$ cat src/rtl/jal_unit.sv
// Execute-stage JAL unit: registers the jump target (pc + imm), the link value
// (pc + 4) and a target-alignment flag one cycle after each valid request.
module jal_unit #(
  parameter int XLEN   = 32,
  parameter int IALIGN = 32
) (
  input  logic            clk,
  input  logic            rst_n,
  input  logic            in_valid,
  input  logic [XLEN-1:0] pc,
  input  logic [XLEN-1:0] imm,
  output logic            out_valid,
  output logic [XLEN-1:0] jump_addr,
  output logic [XLEN-1:0] link,
  output logic            misalign
);

  logic [XLEN-1:0] target;
  logic [XLEN-1:0] link_next;
  logic            misalign_next;

  // Modular adds: carries out of the top bit are intentionally dropped.
  assign target    = pc + imm;
  assign link_next = pc + XLEN'(4);

  // With compressed instructions (IALIGN=16) only bit 0 must be clear.
  always_comb begin
    misalign_next = 1'b0;
    if (IALIGN == 16)
      misalign_next = target[0];
    else
      misalign_next = |target[1:0];
  end

  // Data registers only load on a valid request so they hold between operations.
  always_ff @(posedge clk or negedge rst_n) begin
    if (!rst_n) begin
      out_valid <= 1'b0;
      jump_addr <= '0;
      link      <= '0;
      misalign  <= 1'b0;
    end else begin
      out_valid <= in_valid;
      if (in_valid) begin
        jump_addr <= target;
        link      <= link_next;
        misalign  <= misalign_next;
      end
    end
  end

endmodule

$ cat config.mk
export PLATFORM = sky130hd
export DESIGN_NAME = jal_unit
export DESIGN_NICKNAME = d
export VERILOG_FILES = /design/src/rtl/jal_unit.sv
export SDC_FILE = /design/constraint.sdc
export NUM_CORES = 1
export LEC_CHECK = 0
export ABC_AREA = 1
export CAP_MARGIN = 5
export CORE_MARGIN = 2
export CORE_UTILIZATION = 46
export DETAILED_ROUTE_END_ITERATION = 6
export HOLD_SLACK_MARGIN = 0.02
export PLACE_DENSITY = 0.86
export SLEW_MARGIN = 0
export SYNTH_ARGS = -nofsm -noshare
export SYNTH_HDL_FRONTEND = slang
export SYNTH_SLANG_ARGS = --single-unit
$ cat constraint.sdc
create_clock -name clk -period 0.8 [get_ports clk]
set_input_delay 0.12 -clock clk [delete_from_list [all_inputs] [get_ports clk]]
set_output_delay 0.12 -clock clk [all_outputs]
set_load 0.01 [all_outputs]
==> results of run 1 <==
==> cell families after synthesis <==
logic type               synth area share
AO/OA/AOI/OAI                      0.0517
XOR/XNOR                           0.0619
adder cells (fa/ha/maj)            0.0762
buffers and inverters              0.0948
flip-flops                          0.299
AND/OR/NAND/NOR                     0.416
==> metal layers <==
metal,GRT usage,GRT overflow
met5,0.227,0
met2,0.886,0
met1,0.691,0
met4,0.634,2
met3,0.505,0
==> metrics by stage <==
| stage | instance area (um2) | hold WS (ps) | utilization | setup WS [ps] | TNS (ps) |
|---|---|---|---|---|---|
| CTS | 9780 | 39.0 | 0.825 | -445 | -24460 |
| detailed placement | 8290 | 132 | 0.699 | -1270 | -79220 |
| global placement | 8290 | 128 | 0.699 | -1170 | -75690 |
| floorplan | 6090 | -176 | - | -548 | -16740 |
==> timing repair <==
item                                   4_1_cts
cloned                                       1
setup endpoints to repair                  130
pin swaps                                  186
resized for setup                          845
endpoints found under the hold margin       67
hold buffers                                 2
setup buffers                               52
==> flow_summary.yaml, run 1 <==
sta:
  worstEndpointGrtRepair: "jump_addr[20]$_DFFE_PN0P_/D"
  worstEpCategory: "register data pin"
clock_tree:
  ctsRootBufferMaster: "clkbuf_16"
  cts_buffers: 9
  clock-sinks: 66
  h-tree-depth: 3
  cts_buffer_depth: 2
synthesis:
  synth_cells: 862
  synth_top_area_share: 0.299
  yosysWarnings: 0
  synth_nets: 962
  yosysSeqAreaShare: 0.299
  syn_area_per_cell_um2: 6.40
  synth_area_leaders: "dfrtp_1 (30%), nand2_1 (25%), inv_1 (8.4%)"
  synth.distinct_cells: 32
  synth.most_common_cell: "nand2_1"
  syn_area_mm2: 0.00552
  postSynth.asyncResetShare: 1.00
  synth_edf_count: 0
  ys_ff_latch: 66
  synth-main-ff-cell: "dfrtp_1"
  yosys.area.top_type: "dfrtp_1"
  synth_common_cells: "nand2_1 (371), inv_1 (123), dfrtp_1 (66), nor2_1 (57), nand3_1 (56)"
outcome:
  outcome: "stopped before the end"
  failing_step: "global routing (5_1_grt)"
  firstError: "[ERROR GRT-0232] Routing congestion too high. Check the congestion heatmap in the GUI."
placed_design:
  io_buffers: 132
  dp_cells: 1223
  hpwl_um: 14400
  gp_congestion: 0.960
floorplanning:
  rows: 40
  die_y_um: 114
  num_io_pins: 133
  dieWidth_um: 114
  start_util: 0.465
global_route:
  grt_overflow_total: 2
  track_usage: 0.685
  grt_max_degree: 43
==> run 2: changes to the inputs <==
- CORE_UTILIZATION: 46 -> 40
- HOLD_SLACK_MARGIN: 0.02 -> unset
- PLACE_DENSITY: 0.86 -> unset
- PLACE_DENSITY_LB_ADDON: unset -> 0.15
- clock period: 0.8 -> 1 ns (I/O delays scaled with it)
==> run 2 against run 1 <==
  * The flow now finishes, with violations (negative setup slack)
  * Synthesized cell count stayed put
  * Area after synthesis stayed put
==> flow_summary.yaml, run 2 <==
drt:
  drtAntennaViolNets: 0
  wl_met2_um: 10800
  drt_iter0_markers: 444
  post_drt_wl_per_cell_um: 16.7
  wl_um: 22500
  vias_per_cell: 5.06
  drc: 0
  vias: 6841
  met1_length_um: 9560
  dr.pass1.iters: 5
  routed.top_layer: "met4"
  route.met3.wl_um: 1260
critical_path:
  setup.worst_path.end_class: "register"
  r2r_end: "link[5]"
  crit_arrival_ps: 1580
  r2r-start: "link[5]"
  worstPathRequired_ps: 1250
  cp_slowest_cell: "fa_2"
  path_max_fanout: 4
  slowest_delay_ps: 430
  criticalPathCategory: "in -> reg"
  worstSetupStartpointType: "primary input"
  ff2ff_path_depth: 4
  cp_top_family: "simple AND/OR/NAND/NOR gates"
  worst-path-buf-inv: 1
  crit_chain: "buf_6 > ha_4 > fa_2 > nand3_2 > nand3_4 > nand3_4 > nand3_4 > nand2_4 > nand3_2 > nand3_2 > nand2_1"
  r2r_slack_ps: 130
min_path:
  hold_path.startpoint: "pc[0]"
  hold_end: "link[0]"
  hold_path_depth: 3
  hp-class: "in -> reg"
clock_tree:
  h-tree-depth: 3
  clock_latency_ps: 350
  clock-sinks: 66
  clkSlewWorstSetupHoldPaths_ps: 60
  cts_tree: "done"
  cts_buffer_depth: 2
  ctsRootBufferMaster: "clkbuf_16"
  cts_buffers: 9
power:
  powerDensity_mw_per_mm2: 1140
  ir_worst_vdd_uv: 926
  power_leakage_nw: 5.28
synthesis:
  yosysSeqAreaShare: 0.299
  yosys.area_share.simple: 0.416
  syn_area_mm2: 0.00552
  synth_edf_count: 0
  synth_nets: 962
  synth_xor_area_frac: 0.0619
  yosys.area.top_type: "dfrtp_1"
  synth_top_family_by_area: "simple AND/OR/NAND/NOR gates"
  synth.area.mux_share: 0
  ys_ff_latch: 66
  synth_compound_area_frac: 0.0517
  synth-main-ff-cell: "dfrtp_1"
  synth-adder-area-share: 0.0762
  synth_cells: 862
  yosysWarnings: 0
  synth_common_cells: "nand2_1 (371), inv_1 (123), dfrtp_1 (66), nor2_1 (57), nand3_1 (56)"
  synth.most_common_cell: "nand2_1"
  syn_area_per_cell_um2: 6.40
  synth.distinct_cells: 32
  synth_area_leaders: "dfrtp_1 (30%), nand2_1 (25%), inv_1 (8.4%)"
  postSynth.asyncResetShare: 1.00
  synth_top_area_share: 0.299
floorplanning:
  die_y_um: 121
  rows: 42
  start_util: 0.413
  coreArea_mm2: 0.0133
  dieWidth_um: 121
  num_io_pins: 133
  die-area_mm2: 0.0148
global_route:
  track_usage: 0.285
  antenna_found_initial: 0
  grt_max_degree: 67
  grt_pass1_wl_um: 32400
  grt_pass1_vias: 6476
  grt_overflow_total: 0
final_layout:
  antenna-diode-count: 0
  fin_cells: 1352
  largest_registers: "jump_addr x32, link x32"
  layout_common_cells: "nand2_1 (261), buf_4 (150), inv_1 (96)"
  drive_gt1_frac: 0.535
  final_common_cell: "nand2_1"
  final_nets: 1271
  syn2layout_area_growth_pct: 83.5
placed_design:
  hpwl_um: 14900
  io_buffers: 132
  gp_congestion: 0.900
  dp_cells: 1259
  pre_cts_slack_ps: -1090
sta:
  report.final.slew_viol_count: 0
  setup_slack_ps: -332
  fmax_mhz: 751
  holdWs_ps: 3.46
  worst_pin_slew_ps: 371
  finalCriticalPeriod_ps: 1330
  relSlewSlack: 0.753
  fin_setup_tns_ps: -7990
  final.setup_skew_ps: 0
  rsz0062_at_grt: "true"
  hold_viol: 0
  fin_crit_sh: 1.33
  setup_viol: 100
outcome:
  outcome: "complete, but fails checks"
  violations: "negative setup slack"
job:
  maxCapViolations: 0
run 2: cell type report:
cell class	instances	area (um2)
fill	1000	3220
clock inverter	7	53.8
tap	176	220
timing repair buffer	312	2510
clock buffer	9	225
sequential	66	1650
multi-input combinational	658	4990
inverter	124	475
run 2: what timing repair did:
item	CTS	global route
hold buffers	1	0
buffers inserted	39	40
hold endpoints to repair	66	0
setup endpoints to repair	125	115
pin swaps	150	150
resized for setup	766	144
run 2: per-stage QoR:
| step | utilization | total power [mW] | area, um2 |
|---|---|---|---|
| floorplan | - | 5.18 | 6020 |
| global placement | 0.624 | 7.24 | 8330 |
| detailed placement | 0.624 | 7.27 | 8330 |
| CTS | 0.702 | 10.8 | 9370 |
| global route | 0.759 | 12.0 | 10100 |
| finish | 0.759 | 11.5 | 10100 |
run 2: report_power, final:
group          leakage, nW  internal, mW  total (mW)  switching, mW
registers            0.799          3.03        3.24          0.207
clock network        0.128          1.69        3.09           1.40
logic                 4.35          2.46        5.18           2.72
run 2: cell families (layout without fill, tap and decap cells):
| logic type | Yosys count | after routing |
|---|---|---|
| AO/OA/AOI/OAI | 55 | 55 |
| XOR/XNOR | 39 | 39 |
| adder cells (fa/ha/maj) | 33 | 33 |
| buffers and inverters | 138 | 452 |
| flip-flops | 66 | 66 |
| AND/OR/NAND/NOR | 531 | 531 |
run 2: tightest hold or removal path, cell delays in order:
cell     delay [ps]
buf_6            80
nand2_1          40
nand2_1          60
run 2: how the worst max path moves through the flow:
stage	from	end	slack, ps	cells past startpoint
floorplan	pc[0]	jump_addr[20]	-380	10
global placement	pc[3]	jump_addr[23]	-1080	13
detailed placement	pc[3]	jump_addr[23]	-1090	13
CTS	pc[0]	jump_addr[8]	-270	10
global route	pc[0]	jump_addr[20]	-400	12
finish	pc[0]	jump_addr[28]	-330	11
run 2: routing by layer:
metal,track usage,vias to the layer above
li1,-,3290
met1,0.374,3202
met2,0.476,275
met3,0.0385,74
met4,0.112,0
met5,0,-
No activity file was read; power rests on OpenSTA's default activity.
==> run 3: changes to the inputs <==
- CORE_UTILIZATION: 40 -> 51
- SLEW_MARGIN: 0 -> 15
==> run 3 against run 2 <==
  * The run now fails in global routing (5_1_grt)
  * Area after synthesis unchanged
  * Synthesized cell count unchanged
==> flow_summary.yaml, run 3 <==
outcome:
  outcome: "stopped before the end"
  failing_step: "global routing (5_1_grt)"
  firstError: "[ERROR GRT-0232] Routing congestion too high. Check the congestion heatmap in the GUI."
placed_design:
  gp_congestion: 0.943
  io_buffers: 132
  pre_cts_slack_ps: -1120
  hpwl_um: 14500
clock_tree:
  cts_buffer_depth: 2
  h-tree-depth: 3
  ctsRootBufferMaster: "clkbuf_8"
  clock-sinks: 66
  cts_buffers: 9
floorplanning:
  die_y_um: 108
  rows: 37
  dieWidth_um: 108
  num_io_pins: 133
  start_util: 0.530
global_route:
  grt_overflow_total: 1052
  track_usage: 0.987
  grt_max_degree: 67
synthesis:
  synth_nets: 962
  synth.distinct_cells: 32
  yosysSeqAreaShare: 0.299
  synth_cells: 862
  syn_area_mm2: 0.00552
  yosys.area.top_type: "dfrtp_1"
  synth_edf_count: 0
  ys_ff_latch: 66
  syn_area_per_cell_um2: 6.40
  yosysWarnings: 0
  synth_area_leaders: "dfrtp_1 (30%), nand2_1 (25%), inv_1 (8.4%)"
  synth_common_cells: "nand2_1 (371), inv_1 (123), dfrtp_1 (66), nor2_1 (57), nand3_1 (56)"
  postSynth.asyncResetShare: 1.00
  synth.most_common_cell: "nand2_1"
  synth_top_area_share: 0.299
  synth-main-ff-cell: "dfrtp_1"
sta:
  worstEndpointGrtRepair: "jump_addr[28]$_DFFE_PN0P_/D"
  worstEpCategory: "register data pin"
run 3: logic make-up after synthesis:
group | after synthesis | share of synthesized area
xor+xnor | 39 | 0.0619
compound gates | 55 | 0.0517
flops | 66 | 0.299
buf+inv | 138 | 0.0948
fa+ha+maj | 33 | 0.0762
simple gates | 531 | 0.416
run 3: metal layers:
metal / track usage / GRT overflow
met1: 0.869 / 7
met2: 1.35 / 824
met3: 0.696 / 5
met4: 1.13 / 215
met5: 0.241 / 1
run 3: metrics by stage:
| step | cell area (um2) | cells | hold WS (ps) |
|---|---|---|---|
| floorplan | 6020 | 862 | -146 |
| global placement | 8190 | 1209 | 200 |
| detailed placement | 8190 | 1209 | 199 |
| CTS | 9240 | 1271 | 75.2 |
run 3: repair_timing:
item,in CTS
endpoints found under the setup margin,125
hold buffers,2
gates resized for setup,732
pin swaps,159
buffers inserted,47
endpoints found under the hold margin,67
